===== src/rtl/merlin_imem_rsp32_if.sv =====
// Instruction fetch request/response bus between the prefetch unit (master)
// and the instruction memory responder (slave).
interface merlin_imem_rsp32_if;
    logic        ireqready_o;
    logic        ireqvalid_i;
    logic [1:0]  ireqhpl_i;
    logic [31:0] ireqaddr_i;
    logic        irspready_i;
    logic        irspvalid_o;
    logic        irsprerr_o;
    logic [31:0] irspdata_o;

    modport master (
        input  ireqready_o, irspvalid_o, irsprerr_o, irspdata_o,
        output ireqvalid_i, ireqhpl_i, ireqaddr_i, irspready_i
    );

    modport slave (
        output ireqready_o, irspvalid_o, irsprerr_o, irspdata_o,
        input  ireqvalid_i, ireqhpl_i, ireqaddr_i, irspready_i
    );
endinterface


===== src/rtl/merlin_imem_rsp32.sv =====
// Instruction-bus target: decodes fetches, reads the instruction SRAM and returns
// in-order {rerr, data} responses through a registered response FIFO.
module merlin_imem_rsp32 #(
    parameter logic [31:0] C_BASE_ADDR   = 32'h0000_0000,
    parameter int unsigned C_MEM_ADDR_W  = 12,
    parameter int unsigned C_WAIT_CYCLES = 0,
    parameter int unsigned C_RSP_DEPTH_X = 2,
    parameter bit          C_USER_EXEC   = 1'b1
) (
    input  logic                    clk_i,
    input  logic                    reset_i,
    input  logic                    clk_en_i,
    merlin_imem_rsp32_if.slave      ibus,
    output logic                    mem_rd_o,
    output logic [C_MEM_ADDR_W-1:0] mem_addr_o,
    input  logic [31:0]             mem_rdata_i
);

    localparam int unsigned DEPTH  = 1 << C_RSP_DEPTH_X;
    localparam int unsigned CNT_W  = C_RSP_DEPTH_X + 1;
    localparam int unsigned PTR_W  = C_RSP_DEPTH_X;
    localparam int unsigned NSTG   = C_WAIT_CYCLES + 1;
    localparam int unsigned TAG_LO = 2 + C_MEM_ADDR_W;

    typedef struct packed {
        logic        err;
        logic [31:0] data;
    } rsp_t;

    logic             accept;
    logic             rsp;
    logic             req_err;
    logic [CNT_W-1:0] cnt_q, cnt_d;

    logic [NSTG-1:0]  vld_q, vld_d;
    logic [NSTG-1:0]  err_q, err_d;
    logic [31:0]      s1_data;
    logic [31:0]      last_data;

    rsp_t             buf_q [DEPTH];
    rsp_t             buf_d [DEPTH];
    logic [PTR_W-1:0] wr_ptr_q, wr_ptr_d;
    logic [PTR_W-1:0] rd_ptr_q, rd_ptr_d;
    logic [CNT_W-1:0] buf_cnt_q, buf_cnt_d;
    rsp_t             out_q, out_d;
    logic             out_vld_q, out_vld_d;
    rsp_t             push_rsp;
    logic             push, out_load, buf_empty, buf_wr, buf_rd;

    // Occupancy bounds in-flight plus buffered responses, so the FIFO cannot overflow
    assign ibus.ireqready_o = ~reset_i & (cnt_q != CNT_W'(DEPTH));
    assign accept           = ibus.ireqvalid_i & ibus.ireqready_o & clk_en_i;
    assign rsp              = out_vld_q & ibus.irspready_i & clk_en_i;

    assign req_err = (ibus.ireqaddr_i[31:TAG_LO] != C_BASE_ADDR[31:TAG_LO])
                   | (|ibus.ireqaddr_i[1:0])
                   | ((C_USER_EXEC == 1'b0) & (ibus.ireqhpl_i == 2'b00));

    assign mem_rd_o   = accept & ~req_err;
    assign mem_addr_o = ibus.ireqaddr_i[TAG_LO-1:2];

    always_comb begin
        cnt_d = cnt_q;
        if (accept & ~rsp) begin
            cnt_d = cnt_q + CNT_W'(1);
        end else if (rsp & ~accept) begin
            cnt_d = cnt_q - CNT_W'(1);
        end
    end

    // Stage 1 carries only {valid, err}; its data is the SRAM output, held by the SRAM
    assign s1_data = err_q[0] ? 32'h0 : mem_rdata_i;

    always_comb begin
        vld_d = vld_q;
        err_d = err_q;
        if (clk_en_i) begin
            vld_d[0] = accept;
            err_d[0] = req_err;
            for (int k = 1; k < int'(NSTG); k++) begin
                vld_d[k] = vld_q[k-1];
                err_d[k] = err_q[k-1];
            end
        end
    end

    generate
        if (C_WAIT_CYCLES == 0) begin : g_nowait
            assign last_data = s1_data;
        end else begin : g_wait
            logic [31:0] data_q [C_WAIT_CYCLES];
            logic [31:0] data_d [C_WAIT_CYCLES];

            always_comb begin
                for (int k = 0; k < int'(C_WAIT_CYCLES); k++) begin
                    data_d[k] = data_q[k];
                end
                if (clk_en_i) begin
                    data_d[0] = s1_data;
                    for (int k = 1; k < int'(C_WAIT_CYCLES); k++) begin
                        data_d[k] = data_q[k-1];
                    end
                end
            end

            always_ff @(posedge clk_i or posedge reset_i) begin
                if (reset_i) begin
                    for (int k = 0; k < int'(C_WAIT_CYCLES); k++) begin
                        data_q[k] <= '0;
                    end
                end else begin
                    for (int k = 0; k < int'(C_WAIT_CYCLES); k++) begin
                        data_q[k] <= data_d[k];
                    end
                end
            end

            assign last_data = data_q[C_WAIT_CYCLES-1];
        end
    endgenerate

    assign push_rsp = {err_q[NSTG-1], last_data};

    // Output register backed by a ring buffer; empty buffer lets a new response bypass
    always_comb begin
        buf_d     = buf_q;
        wr_ptr_d  = wr_ptr_q;
        rd_ptr_d  = rd_ptr_q;
        out_d     = out_q;
        out_vld_d = out_vld_q;
        push      = clk_en_i & vld_q[NSTG-1];
        out_load  = clk_en_i & (~out_vld_q | rsp);
        buf_empty = (buf_cnt_q == '0);
        buf_rd    = out_load & ~buf_empty;
        buf_wr    = push & ~(out_load & buf_empty);
        if (out_load) begin
            out_vld_d = ~buf_empty | push;
            if (!buf_empty) begin
                out_d = buf_q[rd_ptr_q];
            end else if (push) begin
                out_d = push_rsp;
            end
        end
        if (buf_wr) begin
            buf_d[wr_ptr_q] = push_rsp;
            wr_ptr_d        = wr_ptr_q + PTR_W'(1);
        end
        if (buf_rd) begin
            rd_ptr_d = rd_ptr_q + PTR_W'(1);
        end
        buf_cnt_d = buf_cnt_q + CNT_W'(buf_wr) - CNT_W'(buf_rd);
    end

    always_ff @(posedge clk_i or posedge reset_i) begin
        if (reset_i) begin
            cnt_q     <= '0;
            vld_q     <= '0;
            err_q     <= '0;
            wr_ptr_q  <= '0;
            rd_ptr_q  <= '0;
            buf_cnt_q <= '0;
            out_q     <= '0;
            out_vld_q <= 1'b0;
            for (int i = 0; i < int'(DEPTH); i++) begin
                buf_q[i] <= '0;
            end
        end else begin
            cnt_q     <= cnt_d;
            vld_q     <= vld_d;
            err_q     <= err_d;
            wr_ptr_q  <= wr_ptr_d;
            rd_ptr_q  <= rd_ptr_d;
            buf_cnt_q <= buf_cnt_d;
            out_q     <= out_d;
            out_vld_q <= out_vld_d;
            for (int i = 0; i < int'(DEPTH); i++) begin
                buf_q[i] <= buf_d[i];
            end
        end
    end

    assign ibus.irspvalid_o = out_vld_q;
    assign ibus.irsprerr_o  = out_q.err;
    assign ibus.irspdata_o  = out_q.data;

endmodule


===== src/flat_wrapper.sv =====
// flat-port wrapper written by rule: the top's interface ports become plain ports
module merlin_imem_rsp32_flat 
#(
    parameter logic [31:0] C_BASE_ADDR   = 32'h0000_0000,
    parameter int unsigned C_MEM_ADDR_W  = 12,
    parameter int unsigned C_WAIT_CYCLES = 0,
    parameter int unsigned C_RSP_DEPTH_X = 2,
    parameter bit          C_USER_EXEC   = 1'b1
)
  (clk_i, reset_i, clk_en_i, mem_rd_o, mem_addr_o, mem_rdata_i, ibus_ireqready_o, ibus_irspvalid_o, ibus_irsprerr_o, ibus_irspdata_o, ibus_ireqvalid_i, ibus_ireqhpl_i, ibus_ireqaddr_i, ibus_irspready_i);
  merlin_imem_rsp32_if ibus_i ();
  input  logic clk_i;
  input  logic reset_i;
  input  logic clk_en_i;
  output logic mem_rd_o;
  output logic [C_MEM_ADDR_W-1:0] mem_addr_o;
  input  logic [31:0] mem_rdata_i;
  output wire logic [$bits(ibus_i.ireqready_o)-1:0] ibus_ireqready_o;
  output wire logic [$bits(ibus_i.irspvalid_o)-1:0] ibus_irspvalid_o;
  output wire logic [$bits(ibus_i.irsprerr_o)-1:0] ibus_irsprerr_o;
  output wire logic [$bits(ibus_i.irspdata_o)-1:0] ibus_irspdata_o;
  input wire logic [$bits(ibus_i.ireqvalid_i)-1:0] ibus_ireqvalid_i;
  input wire logic [$bits(ibus_i.ireqhpl_i)-1:0] ibus_ireqhpl_i;
  input wire logic [$bits(ibus_i.ireqaddr_i)-1:0] ibus_ireqaddr_i;
  input wire logic [$bits(ibus_i.irspready_i)-1:0] ibus_irspready_i;
  assign ibus_ireqready_o = ibus_i.ireqready_o;
  assign ibus_irspvalid_o = ibus_i.irspvalid_o;
  assign ibus_irsprerr_o = ibus_i.irsprerr_o;
  assign ibus_irspdata_o = ibus_i.irspdata_o;
  assign ibus_i.ireqvalid_i = ibus_ireqvalid_i;
  assign ibus_i.ireqhpl_i = ibus_ireqhpl_i;
  assign ibus_i.ireqaddr_i = ibus_ireqaddr_i;
  assign ibus_i.irspready_i = ibus_irspready_i;
  merlin_imem_rsp32 #(.C_BASE_ADDR(C_BASE_ADDR), .C_MEM_ADDR_W(C_MEM_ADDR_W), .C_WAIT_CYCLES(C_WAIT_CYCLES), .C_RSP_DEPTH_X(C_RSP_DEPTH_X), .C_USER_EXEC(C_USER_EXEC)) u_core (.clk_i(clk_i), .reset_i(reset_i), .clk_en_i(clk_en_i), .ibus(ibus_i), .mem_rd_o(mem_rd_o), .mem_addr_o(mem_addr_o), .mem_rdata_i(mem_rdata_i));
endmodule

===== config.mk =====
export PLATFORM = sky130hd
export DESIGN_NAME = merlin_imem_rsp32_flat
export DESIGN_NICKNAME = d
export VERILOG_FILES = /design/src/rtl/merlin_imem_rsp32_if.sv /design/src/rtl/merlin_imem_rsp32.sv /design/src/flat_wrapper.sv
export SDC_FILE = /design/constraint.sdc
export NUM_CORES = 1
export LEC_CHECK = 0
export ABC_AREA = 1
export CAP_MARGIN = 20
export CORE_AREA = 10 10 195 197
export CTS_BUF_LIST = sky130_fd_sc_hd__clkbuf_4
export DETAILED_ROUTE_END_ITERATION = 8
export DIE_AREA = 0 0 205 207
export GPL_TIMING_DRIVEN = 0
export PLACE_DENSITY = 0.58
export RECOVER_POWER = 100
export SLEW_MARGIN = 5
export SYNTH_ARGS = -nofsm -noshare
export SYNTH_HDL_FRONTEND = slang
export SYNTH_SLANG_ARGS = --single-unit

===== constraint.sdc =====
create_clock -name clk_i -period 5.7 [get_ports clk_i]
set_input_delay 1.14 -clock clk_i [delete_from_list [all_inputs] [get_ports clk_i]]
set_output_delay 1.14 -clock clk_i [all_outputs]
set_load 0.1 [all_outputs]

**Word level (Yosys, flattened, before mapping)**

Cells that the tools add are included.

- Register bits after elaboration: 178
- Logic and storage cells: 70
- Output and inout bits: 48

- $add $sub $neg: 6
- Magnitude comparators: 3
- Reductions and logical operators: 6
- Bitwise logic cells: 25
- Mux-type cells: 11
- Eq/ne operators: 2

Operators by type and width:

| operator | number |
|---|---|
| $mux 33 | 5 |
| $bwmux 132 | 1 |
| $bmux 33 s2 | 1 |
| $demux 33 s2 | 1 |
| $mux 32 | 1 |
| $reduce_bool 18->1 | 1 |
| $and 1x1->1 | 13 |
| $not 1->1 | 7 |
| $ge 3x3->1 const B | 2 |
| $mux 3 | 2 |
| $not 2->3 | 2 |
| $add 2x1->2 const B | 2 |
| $add 3x1->3 | 1 |
| $add 3x1->3 const B | 1 |
| $logic_not 3->1 | 1 |
| $lt 3x1->1 const B | 1 |
| $ne 3x3->1 const B | 1 |
| $or 1x1->1 | 3 |
| $sub 3x1->3 | 1 |
| $sub 3x1->3 const B | 1 |
| $ne 2x1->1 const B | 1 |
| $reduce_and 2->1 | 1 |
| $reduce_bool 2->1 | 1 |
| $reduce_or 2->1 | 1 |
| $logic_and 1x1->1 | 1 |

**Logic depth before layout (Yosys ltp)**

- Depth after elaboration: 9
- Depth in mapped cells: 12

**Worst setup path before layout**

Ideal clock, no wire load.

- Path kind: input-to-output
- Start point: input port reset_i
- End point: output port mem_rd_o
- Stages on the path: 3
- Path buffers: 0
- Setup slack: 0.274 ns
- Arrival: 4.286 ns
- Required time: 4.560 ns
- Path through: a21oi_1 > nand3_1 > nor2_1

- Longest elaborated chain between the ends: 5

Ends and longest elaborated chain:

| element | RTL line | text |
|---|---|---|
| start, declared | flat_wrapper.sv:13 | `input logic reset_i;` |
| $not 1->1 | merlin_imem_rsp32.sv:51 | `assign ibus.ireqready_o = ~reset_i & (cnt_q != CNT_W'(DEPTH));` |
| $and 1x1->1 | merlin_imem_rsp32.sv:51 |  |
| $and 1x1->1 (2 in a row) | merlin_imem_rsp32.sv:52 | `assign accept = ibus.ireqvalid_i & ibus.ireqready_o & clk_en_i;` |
| $and 1x1->1 | merlin_imem_rsp32.sv:59 | `assign mem_rd_o = accept & ~req_err;` |
| end, declared | flat_wrapper.sv:15 | `output logic mem_rd_o;` |

Every way passes these cells.

**Final worst setup path**

- Start point: input port ibus_ireqaddr_i[19]
- End point: output port mem_rd_o

- Longest elaborated chain between the ends: 4

Ends and longest elaborated chain:

| element | RTL line | text |
|---|---|---|
| start, declared | flat_wrapper.sv:24 | `input wire logic [$bits(ibus_i.ireqaddr_i)-1:0] ibus_ireqaddr_i;` |
| $reduce_bool 18->1 | merlin_imem_rsp32.sv:55 | `assign req_err = (ibus.ireqaddr_i[31:TAG_LO] != C_BASE_ADDR[31:TAG_LO])` |
| $or 1x1->1 | merlin_imem_rsp32.sv:56 | `\| (\|ibus.ireqaddr_i[1:0])` |
| $not 1->1 | merlin_imem_rsp32.sv:59 |  |
| $and 1x1->1 | merlin_imem_rsp32.sv:59 |  |

Every way passes these cells.

==> flow_summary.yaml <==
floorplan:
  die-area_sq_um: 42400
  die_w_um: 205
  io_pins: 119
  num_rows: 68
  core-area_sq_um: 34100
  start_util_pct: 27.7
  die_h_um: 207
worst_setup_path:
  crit_end: "mem_rd_o"
  cp.required_ns: 4.56
  arrival_ns: 3.34
  r2r_slack_ns: 2.90
  critPathSlowestCell: "dlygate4sd3_1"
  crit_family: "buffers and inverters"
  r2r_end: "u_core.buf_cnt_q[2]$_DFF_PP0_"
  worst-path-buf-inv: 2
  path_cells: "dlygate4sd3_1 -> nor2_1 -> nand2_1 -> nor2_1 -> nand3b_1 -> nor2_1 -> dlygate4sd3_1"
  worst_setup_path_end_kind: "output pin"
  worst-r2r-cell-count: 12
  r2r-start: "u_core.buf_cnt_q[1]$_DFF_PP0_"
  crit_top_cell: "nor2_1"
  start_kind: "primary input"
  crit_start: "ibus_ireqaddr_i[19]"
  max_stage_delay_ns: 1.21
  critical_path_class: "in -> out"
  crit_cells: 7
  cp_max_fo: 2
sta:
  tns_ns: 0
  fin_ws_ns: 1.22
  final-max-slew-violation-count: 34
  clock_skew_ns: 0.0240
  hold_ws_ns: 0.487
  tightestPinTransition_ns: 2.07
  period_minus_slack_ns: 4.48
  rsz0062_at_grt: "no"
  hold_viol: 0
  fmax_mhz: 223
  fin_crit_sh_pct: 78.6
  slew_headroom_pct: -37.8
  finalSetupViolations: 0
finish:
  synthToLayoutAreaGrowth_pct: 19.8
  fill_cells: 3645
  fin_area_sq_um: 11300
  drive_gt1_share_pct: 6.41
  final_nets: 1503
global_route:
  antenna_found_initial: 1
  gr-usage-all-layers_pct: 14.8
  grt_pass1_vias: 8781
  grt_pass1_wl_um: 50200
  grt_overflow: 0
  grt_max_degree: 39
detailed_routing:
  vias_per_cell: 4.72
  via_count: 8930
  dr.pass1.iters: 6
  routedWlPerCell_um: 16.7
  drt_iter0_markers: 764
  drc: 0
  routed_wl_um: 31600
  ant_nets: 0
clock_network:
  clock_latency_ns: 0.59
  cts_max_level: 4
  cts_buffers: 17
  clkTransAtPathRegs_ns: 0.13
  clock_sinks: 178
  root_buffer: "clkbuf_4"
  cts_setup_buffers: 0
  cts_tree: "yes"
  ctsResizeCount: 0
  hold_buffers: 0
  clockBufferDepth: 2
status:
  outcome: "complete, but fails checks"
  failed_checks: "max-capacitance violations, max-slew violations"
placed_design:
  port_buffers: 104
  dpl_cell_area_sq_um: 11200
  place.gp.congestion: 0.845
  dp_hpwl_um: 22600
  dp_slack_ns: 1.38
pwr:
  ir_drop_uv: 200
  power_density_nw_per_um2: 529
  p_leak_nw: 6.01
synthesis:
  ys.warnings.count: 0
  synth_cell_types: 25
  synth_area_sq_um: 9460
  ys_seq_area_share_pct: 47.1
  synth.net_count: 1375
  synthDominantAreaCellType: "dfrtp_1"
  synth_seq_cells: 178
  synth_top_area_share_pct: 47.1
  ys_top_cells_by_area: "dfrtp_1 47%, nand2_1 23%, nand4_1 8.7%"
  synthCells: 1295
  avgSynthCellArea_sq_um: 7.31
hold_path:
  min_path_type: "reg -> reg"
run:
  cap_violations: 1
==> worst register-to-register path, delay by kind of cell (launching register included) <==
| family | cells | cell delay [ns] |
|---|---|---|
| simple gates | 4 | 0.58 |
| fa+ha+maj | 2 | 0.58 |
| buf+inv | 4 | 0.77 |
| xor+xnor | 2 | 0.37 |
| flops | 1 | 0.44 |
==> power by group <==
part	total, mW	switching (mW)	internal (mW)
logic	3.14	2.36	0.772
clock network	0.777	0.469	0.308
registers	2.09	0.293	1.79
total	6.00	3.13	2.87
==> flip-flops by register name, indices dropped and copies added (netlist names), 2 cells and up <==
| name | flops |
|---|---|
| u_core.buf_cnt_q | 3 |
| u_core.buf_q | 132 |
| u_core.wr_ptr_q | 2 |
| u_core.ibus.irspdata_o | 32 |
| u_core.cnt_q | 3 |
| u_core.rd_ptr_q | 2 |
==> per-stage QoR <==
stage          power [mW]  utilization (%)  instances
4_1_cts              6.12             33.6       1890
2_1_floorplan        4.35                -       1295
3_3_place_gp         5.28             32.5       1854
5_1_grt              6.44             33.2       1891
6_report             6.00             33.2       1891
3_5_place_dp         5.34             32.8       1859
==> synthesized netlist by cell type, drive strengths merged <==
| master | number |
|---|---|
| nand2 | 574 |
| dfrtp | 178 |
| nand4 | 132 |
| nor2 | 114 |
| inv | 86 |
| buf | 78 |
| nand3 | 45 |
| o21ai | 35 |
| clkbuf | 31 |
| ha | 7 |
| a21oi | 5 |
| xnor2 | 3 |
| fa | 2 |
| xor2 | 2 |
| clkinv | 1 |
| mux2 | 1 |
| nand3b | 1 |
==> cell type report <==
| cell class | count | area [sq um] | share of cell area (%) |
|---|---|---|---|
| Timing Repair Buffer | 109 | 1120 | 9.92 |
| Inverter | 87 | 328 | 2.89 |
| Antenna cell | 1 | 2.50 | 0.0221 |
| Sequential cell | 178 | 4450 | 39.3 |
| Clock buffer | 18 | 135 | 1.19 |
| Multi-Input combinational cell | 921 | 4050 | 35.7 |
| Buffer | 109 | 513 | 4.52 |
| Clock inverter | 13 | 159 | 1.40 |
| Tap cell | 455 | 569 | 5.02 |
==> how the worst min path moves through the flow <==
stage	end	from	cells past startpoint	slack [ns]
3_3_place_gp	u_core.buf_q[67]$_DFFE_PP0P_	u_core.buf_q[67]$_DFFE_PP0P_	2	0.45
6_report	u_core.buf_q[94]$_DFFE_PP0P_	u_core.buf_q[94]$_DFFE_PP0P_	2	0.49
3_5_place_dp	u_core.buf_q[39]$_DFFE_PP0P_	u_core.buf_q[39]$_DFFE_PP0P_	2	0.46
2_1_floorplan	u_core.buf_q[0]$_DFFE_PP0P_	u_core.buf_q[0]$_DFFE_PP0P_	2	0.44
5_1_grt	u_core.buf_q[108]$_DFFE_PP0P_	u_core.buf_q[108]$_DFFE_PP0P_	2	0.50
4_1_cts	u_core.buf_q[51]$_DFFE_PP0P_	u_core.buf_q[51]$_DFFE_PP0P_	2	0.49
==> routing by layer <==
metal	track usage, %	vias up	wire [um]	share of wire (%)
met5	0	-	0	0
met1	20.2	4201	14200	45
met4	3.41	0	486	1.5
met3	3.34	46	2270	7.2
li1	-	4345	-	-
met2	23.4	338	14600	46
==> placed cells by master (no fill, tap or decap) <==
cell type        count
buf_4               14
nand2_1            573
xor2_1               2
fa_1                 2
clkinvlp_2           1
diode_2              1
ha_1                 7
dlygate4sd3_1       51
clkinv_4             1
clkinvlp_4           2
buf_2               35
bufinv_16            3
nand3_1             43
inv_2                3
nor2_1             114
clkbuf_4            18
clkbuf_1            53
buf_6                1
dfrtp_1            178
clkinv_1             2
mux2_2               1
o21ai_0             35
nand3_4              2
a21oi_1              5
clkinv_2             3
xnor2_1              3
inv_1               82
buf_12               4
clkdlybuf4s50_1     53
buf_1                7
nand3b_1             1
nand4_1            132
nand2_2              1
inv_6                3
==> cells by family (layout without fill, tap and decap cells) <==
group,count (synthesis),in the layout,share of synthesized area (%)
flip-flops,178,178,47.1
buffers and inverters,196,336,9.84
other,0,1,0
adder cells (fa/ha/maj),9,9,1.35
multiplexers,1,1,0.119
AO/OA/AOI/OAI,40,40,2.16
XOR/XNOR,5,5,0.463
AND/OR/NAND/NOR,866,866,39.0
Note: power is estimated with default switching activity, not from simulation.
